<file path="config.mk">
export PLATFORM = sky130hd
export DESIGN_NAME = regfile_wb_arbiter
export DESIGN_NICKNAME = d
export VERILOG_FILES = /design/src/rtl/regfile_wb_arbiter_pkg.sv /design/src/rtl/regfile_wb_arbiter_wb_scoreboard.sv /design/src/rtl/regfile_wb_arbiter.sv
export SDC_FILE = /design/constraint.sdc
export NUM_CORES = 1
export LEC_CHECK = 0
export CAP_MARGIN = 15
export CELL_PAD_IN_SITES_DETAIL_PLACEMENT = 0
export CELL_PAD_IN_SITES_GLOBAL_PLACEMENT = 1
export CORE_MARGIN = 4
export CORE_UTILIZATION = 27
export DETAILED_ROUTE_END_ITERATION = 8
export PLACE_DENSITY_LB_ADDON = 0.1
export SLEW_MARGIN = 15
export SYNTH_ARGS = -nofsm -noshare
export SYNTH_HDL_FRONTEND = slang
export SYNTH_HIERARCHICAL = 1
export SYNTH_SLANG_ARGS = --single-unit
</file>
<file path="constraint.sdc">
create_clock -name clk_i -period 2.8 [get_ports clk_i]
set_input_delay 0.56 -clock clk_i [delete_from_list [all_inputs] [get_ports clk_i]]
set_output_delay 0.56 -clock clk_i [all_outputs]
set_load 0.02 [all_outputs]
</file>
<file path="src/rtl/regfile_wb_arbiter_pkg.sv">
// Shared definitions for the register-file writeback arbiter and its scoreboard.
// Both writeback sources are carried internally as wb_req_t.
package regfile_wb_arbiter_pkg;

    localparam int unsigned REG_ADDR_W = 5;
    localparam int unsigned NREGS      = 32;
    localparam int unsigned WB_DATA_W  = 32;

    typedef struct packed {
        logic                  valid;
        logic [REG_ADDR_W-1:0] rd;
        logic [WB_DATA_W-1:0]  data;
    } wb_req_t;

    // x0 is architecturally zero and never tracked as a pending destination.
    function automatic logic is_trackable(input logic [REG_ADDR_W-1:0] rd);
        return rd != '0;
    endfunction

endpackage

</file>
<file path="src/rtl/regfile_wb_arbiter_wb_scoreboard.sv">
// Pending-write scoreboard for long-latency destinations.
// Provides registered source-hazard lookups and the WAW check for the issuing rd.
module wb_scoreboard
    import regfile_wb_arbiter_pkg::*;
(
    input  logic                  clk_i,
    input  logic                  rst_i,
    input  logic                  issue_valid_i,
    input  logic                  issue_long_i,
    input  logic                  issue_stall_i,
    input  logic [REG_ADDR_W-1:0] issue_rd_i,
    input  logic                  lsu_xfer_i,
    input  logic [REG_ADDR_W-1:0] lsu_rd_i,
    input  logic [REG_ADDR_W-1:0] rs_a_i,
    input  logic [REG_ADDR_W-1:0] rs_b_i,
    output logic                  hazard_o,
    output logic                  waw_o
);

    logic [NREGS-1:0] pending_q;
    logic [NREGS-1:0] pending_d;
    logic             set_en;

    always_comb begin
        set_en = issue_valid_i & issue_long_i & ~issue_stall_i & is_trackable(issue_rd_i);
    end

    // Clear is applied before set so a same-index set wins.
    always_comb begin
        pending_d = pending_q;
        if (lsu_xfer_i) begin
            pending_d[lsu_rd_i] = 1'b0;
        end
        if (set_en) begin
            pending_d[issue_rd_i] = 1'b1;
        end
        pending_d[0] = 1'b0;
    end

    always_ff @(posedge clk_i) begin
        if (rst_i) begin
            pending_q <= '0;
        end else begin
            pending_q <= pending_d;
        end
    end

    always_comb begin
        hazard_o = pending_q[rs_a_i] | pending_q[rs_b_i];
        // A transfer to the same rd this cycle retires the older write in time.
        waw_o    = issue_valid_i & pending_q[issue_rd_i]
                   & ~(lsu_xfer_i & (lsu_rd_i == issue_rd_i));
    end

endmodule

</file>
<file path="src/rtl/regfile_wb_arbiter.sv">
// Merges ALU and long-latency writeback onto the single register-file write port,
// with a starvation counter that throttles issue when the LSU is refused too long.
module regfile_wb_arbiter
    import regfile_wb_arbiter_pkg::*;
#(
    parameter int unsigned MAX_WAIT = 4,
    parameter int unsigned DATA_W   = WB_DATA_W
) (
    input  logic                  clk_i,
    input  logic                  rst_i,
    input  logic                  alu_valid_i,
    input  logic [REG_ADDR_W-1:0] alu_rd_i,
    input  logic [DATA_W-1:0]     alu_data_i,
    input  logic                  lsu_valid_i,
    output logic                  lsu_ready_o,
    input  logic [REG_ADDR_W-1:0] lsu_rd_i,
    input  logic [DATA_W-1:0]     lsu_data_i,
    input  logic                  issue_valid_i,
    input  logic                  issue_long_i,
    input  logic [REG_ADDR_W-1:0] issue_rd_i,
    input  logic [REG_ADDR_W-1:0] rs_a_i,
    input  logic [REG_ADDR_W-1:0] rs_b_i,
    output logic                  hazard_o,
    output logic                  issue_stall_o,
    output logic                  rd_we_o,
    output logic [REG_ADDR_W-1:0] rd_addr_o,
    output logic [DATA_W-1:0]     rd_data_o
);

    localparam logic [3:0] MAX_WAIT_C = 4'(MAX_WAIT);

    wb_req_t    alu_req;
    wb_req_t    lsu_req;
    wb_req_t    wb_sel;
    logic       lsu_xfer;
    logic       waw;
    logic       throttle;
    logic [3:0] wait_cnt_q;
    logic [3:0] wait_cnt_d;

    always_comb begin
        alu_req.valid = alu_valid_i;
        alu_req.rd    = alu_rd_i;
        alu_req.data  = alu_data_i;
        lsu_req.valid = lsu_valid_i;
        lsu_req.rd    = lsu_rd_i;
        lsu_req.data  = lsu_data_i;
    end

    always_comb begin
        wb_sel = lsu_req;
        if (alu_req.valid) begin
            wb_sel = alu_req;
        end
        rd_we_o     = alu_req.valid | lsu_req.valid;
        rd_addr_o   = wb_sel.rd;
        rd_data_o   = wb_sel.data;
        lsu_ready_o = lsu_req.valid & ~alu_req.valid;
        lsu_xfer    = lsu_req.valid & lsu_ready_o;
    end

    always_comb begin
        wait_cnt_d = wait_cnt_q;
        if (!lsu_valid_i || lsu_xfer) begin
            wait_cnt_d = '0;
        end else if (wait_cnt_q != MAX_WAIT_C) begin
            wait_cnt_d = wait_cnt_q + 4'd1;
        end
    end

    always_ff @(posedge clk_i) begin
        if (rst_i) begin
            wait_cnt_q <= '0;
        end else begin
            wait_cnt_q <= wait_cnt_d;
        end
    end

    always_comb begin
        throttle      = (wait_cnt_q == MAX_WAIT_C);
        issue_stall_o = hazard_o | waw | throttle;
    end

    wb_scoreboard u_scoreboard (
        .clk_i         (clk_i),
        .rst_i         (rst_i),
        .issue_valid_i (issue_valid_i),
        .issue_long_i  (issue_long_i),
        .issue_stall_i (issue_stall_o),
        .issue_rd_i    (issue_rd_i),
        .lsu_xfer_i    (lsu_xfer),
        .lsu_rd_i      (lsu_rd_i),
        .rs_a_i        (rs_a_i),
        .rs_b_i        (rs_b_i),
        .hazard_o      (hazard_o),
        .waw_o         (waw)
    );

endmodule

</file>
==> results.py <==
metrics = {
    "floorplanning": {
        "rows": 37,
        "die_h_um": 111,
        "die_area_mm2": 0.0123,
        "core-area_mm2": 0.0103,
        "die_x_um": 111,
        "initial_core_util_pct": 27.8,
        "io_pins": 136,
    },
    "finish": {
        "drive_gt1_share_pct": 32.6,
        "post-route-util_pct": 47.6,
        "ff_latch_area_um2": 701,
        "design_area_mm2": 0.00492,
        "multi_input_area_mm2": 0.00215,
        "num_antenna_cells": 0,
        "syn2layout_area_growth_pct": 71.4,
        "fillers": 984,
        "nNetsFinal": 587,
    },
    "detailed_routing": {
        "wl_per_cell_um": 18.7,
        "finalWirelength_mm": 11.7,
        "drt-initial-drc-count": 180,
        "ant_nets": 0,
        "drt_first_pass_iters": 5,
        "drc": 0,
        "vias": 3281,
        "via_per_inst": 5.23,
    },
    "synthesis": {
        "synth_edf_count": 0,
        "synthMuxAreaShare_pct": 32.8,
        "synth_top_area_cell": "dfxtp_1",
        "yosysWarnings": 6,
        "synth-main-ff-cell": "dfxtp_1",
        "synth_nets": 416,
        "synth.distinct_cells": 46,
        "synth_area_mm2": 0.00287,
        "synthXorXnorAreaFrac_pct": 1.83,
        "synth_compound_area_share_pct": 15.8,
        "synthSimpleGateAreaFrac_pct": 19.3,
        "synth_top_family_by_area": "multiplexers",
        "synth.avg_cell_area_um2": 8.99,
        "ys_top_cells_by_area": "dfxtp_1 24%, mux2_2 18%, mux4_2 13%",
        "synth_adder_area_share_pct": 0.872,
        "synth.most_common_cell": "mux2_2",
        "ys_top_cells_by_count": "46 x mux2_2, 37 x nand2_1, 35 x dfxtp_1",
        "ys_seq_area_share_pct": 24.4,
        "syn_inst": 319,
        "async_reset_ff_share_pct": 0,
        "synth-seq-cells": 35,
        "synth.top_cell.area_share_pct": 24.4,
    },
    "cts": {
        "cts.sinks": 35,
        "htreeDepth": 2,
        "path_clk_slew_ns": 0.07,
        "clk_latency_ns": 0.29,
        "clockBufferDepth": 2,
        "cts_root_buf": "clkbuf_8",
        "cts_tree": "yes",
        "cts_buffers": 5,
    },
    "worst_hold_path": {
        "hold_path.class": "reg -> reg",
    },
    "flow_run": {
        "drv_cap": 0,
    },
    "critical_path": {
        "cp_data_arrival_time_ns": 3.07,
        "path_class": "in -> reg",
        "worstSetupEndpointType": "register",
        "start_kind": "primary input",
        "crit_fanout": 5,
        "r2r_slack_ns": -0.01,
        "slowest_delay_ns": 0.38,
        "path_cells": "buf_8 -> mux2_2 -> a22o_1 -> a2111oi_4 -> a31oi_1 -> o311a_1 -> nor2_4 -> nand2_2 -> nand3b_1 -> buf_6 -> nor4b_4 -> nand3_1 -> a21oi_1",
        "cp.required_ns": 3.01,
        "crit_slowest_cell": "o311a_1",
    },
    "sta": {
        "period_share_pct": 102,
        "relSlewSlack_pct": 70.8,
        "finalClockSkew_ns": 0.0108,
        "hold_violations": 0,
        "period_needed_ns": 2.86,
        "rsz0062_at_grt": "true",
        "setup_ws_ns": -0.0550,
        "finalSetupViolations": 2,
        "worst_slew_pin_slew_ns": 0.437,
        "tns_ns": -0.0792,
        "max_freq_ghz": 0.350,
        "slew_violations": 0,
    },
    "power_and_ir_drop": {
        "leakage_nw": 1.82,
        "p_comb_share_pct": 38.8,
        "clockPowerShare_pct": 25.6,
        "p_int_mw": 0.992,
        "p_sw_share_pct": 30.0,
        "max-vdd-ir-drop_mv": 0.165,
        "p_sw_mw": 0.426,
        "p_per_area_mw_per_mm2": 288,
        "power.share.sequential_pct": 35.6,
    },
    "placement": {
        "place_area_mm2": 0.00467,
        "gp_congestion": 0.907,
        "hpwl_mm": 9.35,
        "port_buffers": 135,
    },
    "grt": {
        "grt_usage_pct": 18.4,
        "antenna_found_initial": 0,
        "grt_pass1_wl_mm": 18.3,
        "overflow": 0,
        "grt_pass1_vias": 3402,
        "grt_max_degree": 40,
    },
    "outcome": {
        "status": "finished with violations",
        "failed_checks": "setup timing",
    },
}
[critical path: cells and delay by family]
kind                   cells  cell delay (ns)
and+or+nand+nor            5             0.86
buffers and inverters      2             0.23
AOI/OAI and AO/OA          5             1.08
muxes                      1             0.32
[area by class of cell]
type,instances,area share [%]
Clock buffer,6,1.48
Timing Repair Buffer,188,36.6
Multi-Input combinational cell,256,43.7
Sequential cell,35,14.2
Clock inverter,2,0.254
Tap cell,136,3.46
Inverter,4,0.305
[path summary, 6_finish.rpt]
check	startpoint	to	cells after the start
min	u_scoreboard/pending_q[11]	u_scoreboard/pending_q[11]	2
min reg2reg	u_scoreboard/pending_q[11]	u_scoreboard/pending_q[11]	2
max	issue_rd_i[1]	u_scoreboard/pending_q[7]	13
max reg2reg	u_scoreboard/pending_q[14]	u_scoreboard/pending_q[7]	12
[routing by layer]
layer,vias to the layer above,GRT usage (%),wire length (µm)
met4,0,5.11,209
met1,1535,22.4,4690
met3,16,6.11,1270
li1,1540,-,-
met2,190,31.2,5560
met5,-,0,0
[power groups by stage]
stage	Sequential, mW	Combinational, mW	Clock [mW]
2_1_floorplan	0.515	0.229	0
3_3_place_gp	0.517	0.532	0
3_5_place_dp	0.516	0.531	0
4_1_cts	0.505	0.545	0.373
5_1_grt	0.505	0.583	0.389
6_report	0.505	0.550	0.363
[flip-flops by register name, summed over array words and instances, names as in the netlist]
signal                  count
u_scoreboard/pending_q     31
wait_cnt_q                  4
[what timing repair did]
item	CTS	global route
pin swaps	12	20
endpoints found under the setup margin	33	33
gates resized for setup	62	28
hold buffers	0	0
buffers inserted	6	2
[placed cells by master, fill, tap and decap left out, types with 5 or more instances in the layout]
master,count
mux2_2,44
nand2_1,36
nor2_1,10
clkbuf_8,5
nand4_1,5
clkdlybuf4s50_1,118
dfxtp_1,35
nand3_1,7
o21ai_0,31
buf_4,42
a21oi_1,32
nand3b_1,8
mux4_2,17
buf_6,13
[kinds of logic after synthesis]
family | after synthesis
AO/OA/AOI/OAI | 80
XOR/XNOR | 6
adder cells (fa/ha/maj) | 2
buffers and inverters | 28
flip-flops | 35
multiplexers | 67
AND/OR/NAND/NOR | 101
[per-stage QoR]
step	setup WS (ns)	hold slack, ns	power (mW)	cells
4_1_cts	-0.0144	0.515	1.42	626
6_report	-0.0550	0.518	1.42	627
3_3_place_gp	-0.970	0.501	1.05	612
3_5_place_dp	-0.962	0.500	1.05	612
5_1_grt	-0.147	0.548	1.48	627
2_1_floorplan	-0.388	0.467	0.744	319
Note: power is estimated with default switching activity, not from simulation.
